$ cat config.mk
export PLATFORM = sky130hd
export DESIGN_NAME = proc_mmio_bus_flat
export DESIGN_NICKNAME = d
export VERILOG_FILES = /design/src/rtl/proc_mmio_bus_pkg.sv /design/src/rtl/proc_mmio_bus_if.sv /design/src/rtl/proc_mmio_in_chan.sv /design/src/rtl/proc_mmio_bus.sv /design/src/flat_wrapper.sv
export SDC_FILE = /design/constraint.sdc
export NUM_CORES = 1
export LEC_CHECK = 0
export ABC_AREA = 1
export ABC_CLOCK_PERIOD_IN_PS = 3350
export CAP_MARGIN = 15
export CORE_ASPECT_RATIO = 0.75
export CORE_MARGIN = 8
export CORE_UTILIZATION = 25
export DETAILED_ROUTE_END_ITERATION = 12
export SYNTH_ARGS = -nofsm -noshare
export SYNTH_HDL_FRONTEND = slang
export SYNTH_SLANG_ARGS = --single-unit
$ cat constraint.sdc
create_clock -name clk -period 3.35 [get_ports clk]
set_input_delay 0.67 -clock clk [delete_from_list [all_inputs] [get_ports clk]]
set_output_delay 0.67 -clock clk [all_outputs]
set_load 0.05 [all_outputs]
$ cat src/rtl/proc_mmio_bus_pkg.sv
// Shared definitions for the MMIO unit: request types, default bases and address decode.
// Decode is purely combinational; the caller qualifies it with req_val.
package proc_mmio_bus_pkg;

   localparam logic REQ_READ  = 1'b0;
   localparam logic REQ_WRITE = 1'b1;

   localparam logic [31:0] OUT_BASE_DEFAULT = 32'h0000_0200;
   localparam logic [31:0] IN_BASE_DEFAULT  = 32'h0000_0280;

   typedef enum logic [1:0] {
      KIND_NONE,
      KIND_OUT,
      KIND_IN,
      KIND_STATUS
   } kind_e;

   typedef struct packed {
      kind_e      kind;
      logic [3:0] index;
   } decode_t;

   // Offsets are taken modulo 2^32, so an address below a base wraps high and fails the span test.
   function automatic decode_t addr_decode(input logic [31:0] addr,
                                           input logic [31:0] out_base,
                                           input logic [31:0] in_base,
                                           input logic [31:0] num_ch);
      decode_t     d;
      logic [31:0] span;
      logic [31:0] off_o;
      logic [31:0] off_i;
      span    = num_ch << 2;
      off_o   = addr - out_base;
      off_i   = addr - in_base;
      d.kind  = KIND_NONE;
      d.index = '0;
      if (addr[1:0] == 2'b00) begin
         if (off_o < span) begin
            d.kind  = KIND_OUT;
            d.index = 4'(off_o >> 2);
         end else if (off_i < span) begin
            d.kind  = KIND_IN;
            d.index = 4'(off_i >> 2);
         end else if (off_i == span) begin
            d.kind  = KIND_STATUS;
         end
      end
      return d;
   endfunction

endpackage

$ cat src/rtl/proc_mmio_bus_if.sv
// Processor data-memory request/response bus as seen by the MMIO unit.
// hit is combinational from the request; the response follows one cycle later.
interface proc_mmio_bus_if;
   logic        req_val;
   logic        req_type;
   logic [31:0] req_addr;
   logic [31:0] req_wdata;
   logic        hit;
   logic        resp_val;
   logic [31:0] resp_rdata;

   modport master (
      output req_val, req_type, req_addr, req_wdata,
      input  hit, resp_val, resp_rdata
   );

   modport slave (
      input  req_val, req_type, req_addr, req_wdata,
      output hit, resp_val, resp_rdata
   );
endinterface

$ cat src/rtl/proc_mmio_in_chan.sv
// Single-entry valid/ready input buffer popped by a processor read; capture takes 1 cycle.
// o_rdy = ~full, so a full buffer stalls the producer until the pop edge has passed.
module proc_mmio_in_chan (
   input  logic        clk,
   input  logic        rst,
   input  logic [31:0] i_dat,
   input  logic        i_vld,
   output logic        o_rdy,
   input  logic        i_pop,
   output logic [31:0] o_dat,
   output logic        o_full
);

   logic        r_full;
   logic [31:0] r_dat;

   // Pop is checked first; when full, o_rdy is low so no capture could be due anyway.
   always_ff @(posedge clk) begin
      if (rst) begin
         r_full <= 1'b0;
         r_dat  <= '0;
      end else if (i_pop && r_full) begin
         r_full <= 1'b0;
      end else if (i_vld && !r_full) begin
         r_full <= 1'b1;
         r_dat  <= i_dat;
      end
   end

   assign o_rdy  = ~r_full;
   assign o_dat  = r_dat;
   assign o_full = r_full;

endmodule

$ cat src/rtl/proc_mmio_bus.sv
// MMIO unit beside the processor data port: output registers, input buffers and status word.
// Response 1 cycle after a hit; never backpressures the processor.
module proc_mmio_bus
   import proc_mmio_bus_pkg::*;
#(
   parameter int unsigned  NUM_CHANNELS = 4,
   parameter logic [31:0] OUT_BASE     = OUT_BASE_DEFAULT,
   parameter logic [31:0] IN_BASE      = IN_BASE_DEFAULT
) (
   input  logic                         clk,
   input  logic                         rst,
   proc_mmio_bus_if.slave               bus,
   output logic [NUM_CHANNELS-1:0][31:0] out,
   output logic [NUM_CHANNELS-1:0]       out_val,
   input  logic [NUM_CHANNELS-1:0][31:0] in,
   input  logic [NUM_CHANNELS-1:0]       in_val,
   output logic [NUM_CHANNELS-1:0]       in_rdy
);

   decode_t                        w_dec;
   logic                           w_hit;
   logic                           w_rd;
   logic [NUM_CHANNELS-1:0]        w_out_wr;
   logic [NUM_CHANNELS-1:0]        w_pop;
   logic [NUM_CHANNELS-1:0]        w_full;
   logic [NUM_CHANNELS-1:0][31:0]  w_in_dat;
   logic [31:0]                    w_rdata;

   logic [NUM_CHANNELS-1:0][31:0]  r_out;
   logic [NUM_CHANNELS-1:0]        r_out_val;
   logic                           r_resp_val;
   logic [31:0]                    r_resp_rdata;

   assign w_dec  = addr_decode(bus.req_addr, OUT_BASE, IN_BASE, 32'(NUM_CHANNELS));
   assign w_hit  = bus.req_val && (w_dec.kind != KIND_NONE);
   assign w_rd   = w_hit && (bus.req_type == REQ_READ);
   assign bus.hit = w_hit;

   always_comb begin
      w_out_wr = '0;
      for (int i = 0; i < int'(NUM_CHANNELS); i++) begin
         w_out_wr[i] = w_hit && (bus.req_type == REQ_WRITE) &&
                       (w_dec.kind == KIND_OUT) && (w_dec.index == 4'(i));
      end
   end

   for (genvar g = 0; g < NUM_CHANNELS; g++) begin : g_in
      assign w_pop[g] = w_rd && (w_dec.kind == KIND_IN) && (w_dec.index == 4'(g));

      proc_mmio_in_chan u_chan (
         .clk    (clk),
         .rst    (rst),
         .i_dat  (in[g]),
         .i_vld  (in_val[g]),
         .o_rdy  (in_rdy[g]),
         .i_pop  (w_pop[g]),
         .o_dat  (w_in_dat[g]),
         .o_full (w_full[g])
      );
   end

   // Writes to input slots and the status word fall through with zero read data.
   always_comb begin
      w_rdata = '0;
      if (w_rd) begin
         case (w_dec.kind)
            KIND_OUT: begin
               for (int i = 0; i < int'(NUM_CHANNELS); i++) begin
                  if (w_dec.index == 4'(i)) w_rdata = r_out[i];
               end
            end
            KIND_IN: begin
               for (int i = 0; i < int'(NUM_CHANNELS); i++) begin
                  if ((w_dec.index == 4'(i)) && w_full[i]) w_rdata = w_in_dat[i];
               end
            end
            KIND_STATUS: w_rdata[NUM_CHANNELS-1:0] = w_full;
            default:     w_rdata = '0;
         endcase
      end
   end

   always_ff @(posedge clk) begin
      if (rst) begin
         r_out        <= '0;
         r_out_val    <= '0;
         r_resp_val   <= 1'b0;
         r_resp_rdata <= '0;
      end else begin
         r_out_val    <= w_out_wr;
         r_resp_val   <= w_hit;
         r_resp_rdata <= w_rdata;
         for (int i = 0; i < int'(NUM_CHANNELS); i++) begin
            if (w_out_wr[i]) r_out[i] <= bus.req_wdata;
         end
      end
   end

   assign out            = r_out;
   assign out_val        = r_out_val;
   assign bus.resp_val   = r_resp_val;
   assign bus.resp_rdata = r_resp_rdata;

endmodule

$ cat src/flat_wrapper.sv
// flat-port wrapper written by rule: the top's interface ports become plain ports
module proc_mmio_bus_flat import proc_mmio_bus_pkg::*;
#(
   parameter int unsigned  NUM_CHANNELS = 4,
   parameter logic [31:0] OUT_BASE     = OUT_BASE_DEFAULT,
   parameter logic [31:0] IN_BASE      = IN_BASE_DEFAULT
)
  (clk, rst, out, out_val, in, in_val, in_rdy, bus_req_val, bus_req_type, bus_req_addr, bus_req_wdata, bus_hit, bus_resp_val, bus_resp_rdata);
  proc_mmio_bus_if bus_i ();
  input  logic clk;
  input  logic rst;
  output logic [NUM_CHANNELS-1:0][31:0] out;
  output logic [NUM_CHANNELS-1:0] out_val;
  input  logic [NUM_CHANNELS-1:0][31:0] in;
  input  logic [NUM_CHANNELS-1:0] in_val;
  output logic [NUM_CHANNELS-1:0] in_rdy;
  input wire logic [$bits(bus_i.req_val)-1:0] bus_req_val;
  input wire logic [$bits(bus_i.req_type)-1:0] bus_req_type;
  input wire logic [$bits(bus_i.req_addr)-1:0] bus_req_addr;
  input wire logic [$bits(bus_i.req_wdata)-1:0] bus_req_wdata;
  output wire logic [$bits(bus_i.hit)-1:0] bus_hit;
  output wire logic [$bits(bus_i.resp_val)-1:0] bus_resp_val;
  output wire logic [$bits(bus_i.resp_rdata)-1:0] bus_resp_rdata;
  assign bus_i.req_val = bus_req_val;
  assign bus_i.req_type = bus_req_type;
  assign bus_i.req_addr = bus_req_addr;
  assign bus_i.req_wdata = bus_req_wdata;
  assign bus_hit = bus_i.hit;
  assign bus_resp_val = bus_i.resp_val;
  assign bus_resp_rdata = bus_i.resp_rdata;
  proc_mmio_bus #(.NUM_CHANNELS(NUM_CHANNELS), .OUT_BASE(OUT_BASE), .IN_BASE(IN_BASE)) u_core (.clk(clk), .rst(rst), .bus(bus_i), .out(out), .out_val(out_val), .in(in), .in_val(in_val), .in_rdy(in_rdy));
endmodule
==> impl_metrics.tcl <==
set metrics [dict create \
    status "complete, no violations" \
    end_kind "output pin" \
    path_clk_slew_ps 60 \
    finalCritPeriodShare_pct 99.63 \
    antenna_left 0 \
    crit_fanout 4 \
    hpwl_microns 47440 \
    synth-edff-count 0 \
    fin_hold_ws_ps 451.3 \
    numCtsBuffers 35 \
    grt_max_degree 102 \
    cts_sinks 297 \
    final-max-slew-violation-count 0 \
    drc 0 \
    leakage_nw 8.876 \
    crit_chain "buf_2 > inv_4 > buf_6 > buf_4 > nand2_2 > nor2_4 > nor2_4 > buf_4 > buf_4 > nand2_2 > nand3_2 > nor2_4 > nand2_2 > nor4_4 > nand2_2 > nand3_2 > nand2_2 > inv_4 > buf_12" \
    core-area_sq_um 55830 \
    vias 15340 \
    avgViaCountPerCell 4.650 \
    syn_area_per_cell_sq_um 6.815 \
    netlist_area_sq_um 14080 \
    grt_use_met3_pct 5.102 \
    rows 75 \
    yosys_warnings 0 \
    synth-async-reset-ratio_pct 0 \
    grt_pass1_vias 15180 \
    num_io_pins 370 \
    drt_wl_total_microns 61230 \
    gr-usage-met1_pct 22.53 \
    post_synth_num_cell_types 37 \
    htreeDepth 2 \
    die_h_microns 221.5 \
    power.density_nw_per_um2 401.4 \
    first_pass_iters 5 \
    synthFlopType "dfxtp_1" \
    cts_tree "done" \
    whs_path_depth 2 \
    final_nets 2748 \
    finalHoldViolations 0 \
    r2r.worst_path.cells 5 \
    gp_congestion 0.8729 \
    die_w_microns 290.0 \
    ys_seq_elements 297 \
    area_growth_pct 51.81 \
    track_usage_pct 18.12 \
    fin_skew_ps 22.19 \
    setup_ws_ps 12.55 \
    hp-class "reg2reg" \
    critical_path_required_ps 2680 \
    finalSetupTns_ps 0 \
    port_buffers 369 \
    worst_pin_slew_ps 998.5 \
    place_ws_ps -860.0 \
    start_util_pct 25.22 \
    slew_headroom_pct 33.36 \
    syn_nets 2269 \
    utilization_pct 38.28 \
    rsz0062_at_grt "true" \
    drt-initial-drc-count 972 \
    cp_common_cell "nand2_2" \
    cp.arrival_ps 2670 \
    ir_worst_vdd_uv 235.4 \
    wl_per_cell_microns 18.56 \
    critPathKind "in2out" \
    grt.met2_usage_pct 30.49 \
    grt_pass1_wl_microns 91780 \
    clockBufferDepth 3 \
    ys_seq_area_share_pct 42.23 \
    crit_slowest_cell "nor4_4" \
    start_kind "input pin" \
    fin_crit_ps 3337 \
    overflow 0 \
    layout-drive-gt1-share_pct 15.34 \
    grt_busiest_layer "met2" \
    clock_latency_ps 540 \
    cap_violations 0 \
    setup_violations 0 \
    root_buffer "clkbuf_16" \
    antenna_found_initial 4 \
    die-area_sq_um 64250 \
    diodes 0 \
    slowest_delay_ps 260 \
    postSynthCellCount 2066 \
    fmaxAchievable_ghz 0.2996 \
    hold_buffers 0 \
]
flip-flops by register name, summed over array words and instances, names as in the netlist:
name / flops
u_core.g_in.u_chan.o_dat: 128
u_core.bus.resp_val: 1
u_core.out: 128
u_core.bus.resp_rdata: 32
u_core.out_val: 4
u_core.g_in.u_chan.o_full: 4
kinds of logic (layout without fill, tap and decap cells):
family                     Yosys count  in the layout  synth area share, %
DFF                                297            297                42.23
adders and majority gates            3              3               0.2666
AOI/OAI and AO/OA                  642            642                24.16
and+or+nand+nor                    732            732                21.99
xor gates and xnor gates            12             12               0.7465
buffers and inverters              380            882                10.60
final cells by class:
class | count | area (sq um)
Clock buffer | 49 | 989.7
Clock inverter | 11 | 178.9
Fill cell | 5812 | 34460
Inverter | 251 | 954.7
Multi-Input combinational cell | 1389 | 7017
Sequential cell | 297 | 5946
Tap cell | 731 | 914.6
Timing Repair Buffer | 571 | 5374
timing repair:
action,in CTS,in global routing
pin swaps,48,39
setup endpoints to repair,161,131
setup buffers,18,11
resized for setup,118,55
layout by cell type, fill, tap and decap left out, types with 3 or more instances in the layout:
cell / instances
a21oi_1: 204
a21oi_2: 3
buf_12: 18
buf_2: 7
buf_4: 180
buf_6: 5
bufinv_16: 4
clkbuf_1: 9
clkbuf_16: 36
clkbuf_2: 9
clkbuf_8: 4
clkdlybuf4s50_1: 345
dfxtp_1: 297
dlygate4sd2_1: 4
dlymetal6s2s_1: 3
ha_4: 3
inv_1: 236
inv_2: 11
inv_4: 3
nand2_1: 254
nand2_2: 25
nand2_4: 6
nand3_1: 72
nand3_2: 13
nand3b_1: 4
nand4_1: 13
nor2_1: 286
nor2_2: 21
nor2_4: 26
nor3_1: 5
o211ai_1: 28
o21ai_0: 302
o21ai_1: 42
o21ai_2: 3
o21bai_1: 31
o22ai_1: 28
xor2_1: 10
worst max-delay path: cells and delay by family:
family | cells | cell delay, ps
buffers and inverters | 8 | 850
AND/OR/NAND/NOR | 11 | 1120
where the power goes:
group	leakage (nW)	internal, W	switching, W
Sequential	2.42	0.00366	0.0000603
Combinational	5.89	0.000432	0.000495
Clock	0.563	0.00238	0.00156
through the flow:
step	total power, W	instance area (sq um)	cells
after floorplan	0.004172	14080	2066
after global placement	0.004658	19680	3210
after detailed placement	0.004670	19680	3210
final	0.008580	21370	3299
after CTS	0.008662	21230	3288
after global routing	0.008933	21370	3299
metal layers:
| layer | routed length [microns] | vias up |
|---|---|---|
| met5 | 41 | - |
| met4 | 1510 | 6 |
| met3 | 4422 | 85 |
| met2 | 28490 | 450 |
| met1 | 26760 | 7105 |
| li1 | - | 7693 |
synthesized netlist by cell type (2+ instances only):
cell type  instances  share of area [%]
a21oi_1          207                7.4
nand3_1           80                2.8
nor3_1             7               0.25
inv_1            240                6.4
nand2_4            2               0.16
o21ai_0          304                 11
nand3b_1           4               0.21
clkbuf_2           2              0.071
nor2_4             8               0.64
o211ai_1          28                1.5
o21bai_1          31                1.7
buf_1              8               0.21
buf_6              2               0.16
ha_1               3               0.27
nand3_2            5               0.36
dfxtp_1          297                 42
nand2_2            6               0.27
nor2_2            11               0.49
o21ai_1           42                1.5
clkbuf_1          94                2.5
buf_4              8               0.43
nand2_1          277                7.4
buf_2             15               0.53
xor2_1            11               0.68
inv_2             10               0.27
o22ai_1           28                1.2
nand4_1           13               0.58
nor2_1           314                8.4
final timing paths:
kind	end	start	slack, ps
worst min-delay path	u_core.g_in[3].u_chan.o_dat[31]	u_core.g_in[3].u_chan.o_dat[31]	450
worst max register to register	u_core.g_in[3].u_chan.o_dat[10]	u_core.g_in[3].u_chan.o_full	1450
worst min register to register	u_core.g_in[3].u_chan.o_dat[31]	u_core.g_in[3].u_chan.o_dat[31]	450
worst max-delay path	bus_hit	bus_req_addr[8]	10
Power figures use the tool's default switching activity.
==> patch (config.mk and constraints unchanged) <==
`NUM_CHANNELS` is set to 4 in 2 places; all go to 2.
--- a/src/rtl/proc_mmio_bus.sv
+++ b/src/rtl/proc_mmio_bus.sv
@@ -5,3 +5,3 @@
 #(
-   parameter int unsigned  NUM_CHANNELS = 4,
+   parameter int unsigned  NUM_CHANNELS = 2,
    parameter logic [31:0] OUT_BASE     = OUT_BASE_DEFAULT,
--- a/src/flat_wrapper.sv
+++ b/src/flat_wrapper.sv
@@ -3,3 +3,3 @@
 #(
-   parameter int unsigned  NUM_CHANNELS = 4,
+   parameter int unsigned  NUM_CHANNELS = 2,
    parameter logic [31:0] OUT_BASE     = OUT_BASE_DEFAULT,
Interface: changed (5 resized); port bits go from 370 to 236. No check against the original RTL was run, so the function may have changed too.
==> patch against the unedited design <==
- the run now ends with setup timing left
- synthesized area is 41% lower
- utilization grew 1.8 points
- global-route usage is 0.46 points lower
- total power down 46%
- setup slack worse by 220 ps
- design area fell by 39%
- largest power group is now registers
- wire length decreased by 40%
- critical endpoint unchanged
- clock skew down 15 ps
- critical path depth up 2
- sequential cell count down 132
- highest routed layer is now met4
- critical path type unchanged
==> patch: results (changes against the unedited design) <==
P_seq = 2.05 mW (was 3.72 mW)
Count of cell types in the netlist = 31 (was 37)
Met1 Routed Length = 17340 um (was 26760 um)
Syn nets = 1402 (was 2269)
Failing checks = setup timing
Nets = 1702 (was 2748)
Via density = 4.726 (was 4.650)
Placed insts = 1958 (was 3210)
Layout cell share with drive strength beyond 1 = 0.1813 (was 0.1534)
Largest cells by area after synthesis = dfxtp_1 (40%), nand2_1 (13%), nand3_1 (9.8%) (was dfxtp_1 (42%), o21ai_0 (11%), nor2_1 (8.4%))
Total wire length = 36710 um (was 61230 um)
Num CTS Buffers = 17 (was 35)
Initial antenna violation count = 1 (was 4)
Vias in the first global route = 8872 (was 15181)
Dpl cell area = 11760 um2 (was 19680 um2)
Most frequent cells after synthesis = nand2_1 (284), nor2_1 (193), dfxtp_1 (165) (was nor2_1 (314), o21ai_0 (304), dfxtp_1 (297))
Synthesized area per cell = 6.552 um2 (was 6.815 um2)
Setup WS post-layout = -206.1 ps (was 12.55 ps)
Number of H-tree levels = 4 (was 2)
Setup TNS = -433.3 ps (was 0 ps)
Status = finished, violations left (was complete, no violations)
Clock power frac = 0.430 (was 0.459)
Max Used Layer = met4 (was met5)
Seq/Total Area, Yosys = 0.3998 (was 0.4223)
Via count = 9522 (was 15339)
Largest net degree at the start of global routing = 61 (was 102)
Sw Ratio = 0.2498 (was 0.2464)
IO buf count = 235 (was 369)
Crit path launch = bus_req_addr[7] (was bus_req_addr[8])
DP Wirelength = 27420 um (was 47440 um)
Final setup viols = 21 (was 0)
Static Leakage = 5.289 nW (was 8.876 nW)
RD Place Congestion = 0.9152 (was 0.8729)
Drt initial violations = 924 (was 972)
FF-to-FF End = u_core.g_in[1].u_chan.o_dat[4] (was u_core.g_in[3].u_chan.o_dat[10])
Worst-Skew Late Latency = 430 ps (was 540 ps)
Slew @ Worst Pin = 714.2 ps (was 998.5 ps)
[patch: routing by layer]
layer | vias up | global-route usage
met5 | - | 0
met1 | 4390 | 0.2595
met2 | 361 | 0.2477
met3 | 46 | 0.03787
li1 | 4725 | -
met4 | 0 | 0.06137
[patch: kinds of logic after synthesis]
group,count (synthesis),synth area share
AO/OA/AOI/OAI,207,0.1269
flip-flops,165,0.3998
buffers and inverters,173,0.09147
XOR/XNOR,2,0.002121
AND/OR/NAND/NOR,707,0.3691
adder cells (fa/ha/maj),7,0.01060
[patch: through the flow]
stage,hold slack [ps],utilization
final,454.3,0.4010
after global routing,467.9,0.4010
after CTS,456.4,0.3878
after detailed placement,447.2,0.3624
after global placement,440.4,0.3624
after floorplan,429.7,-
[patch: area by class of cell]
class	instances	area, um2
fillers	3411	19440
well taps	442	553.0
diodes	1	2.502
repair buffers	367	3613
clock buffers	22	484.2
inverters	87	357.8
multi-input cells	923	4598
clock inverters	8	100.1
flip-flops and latches	165	3303
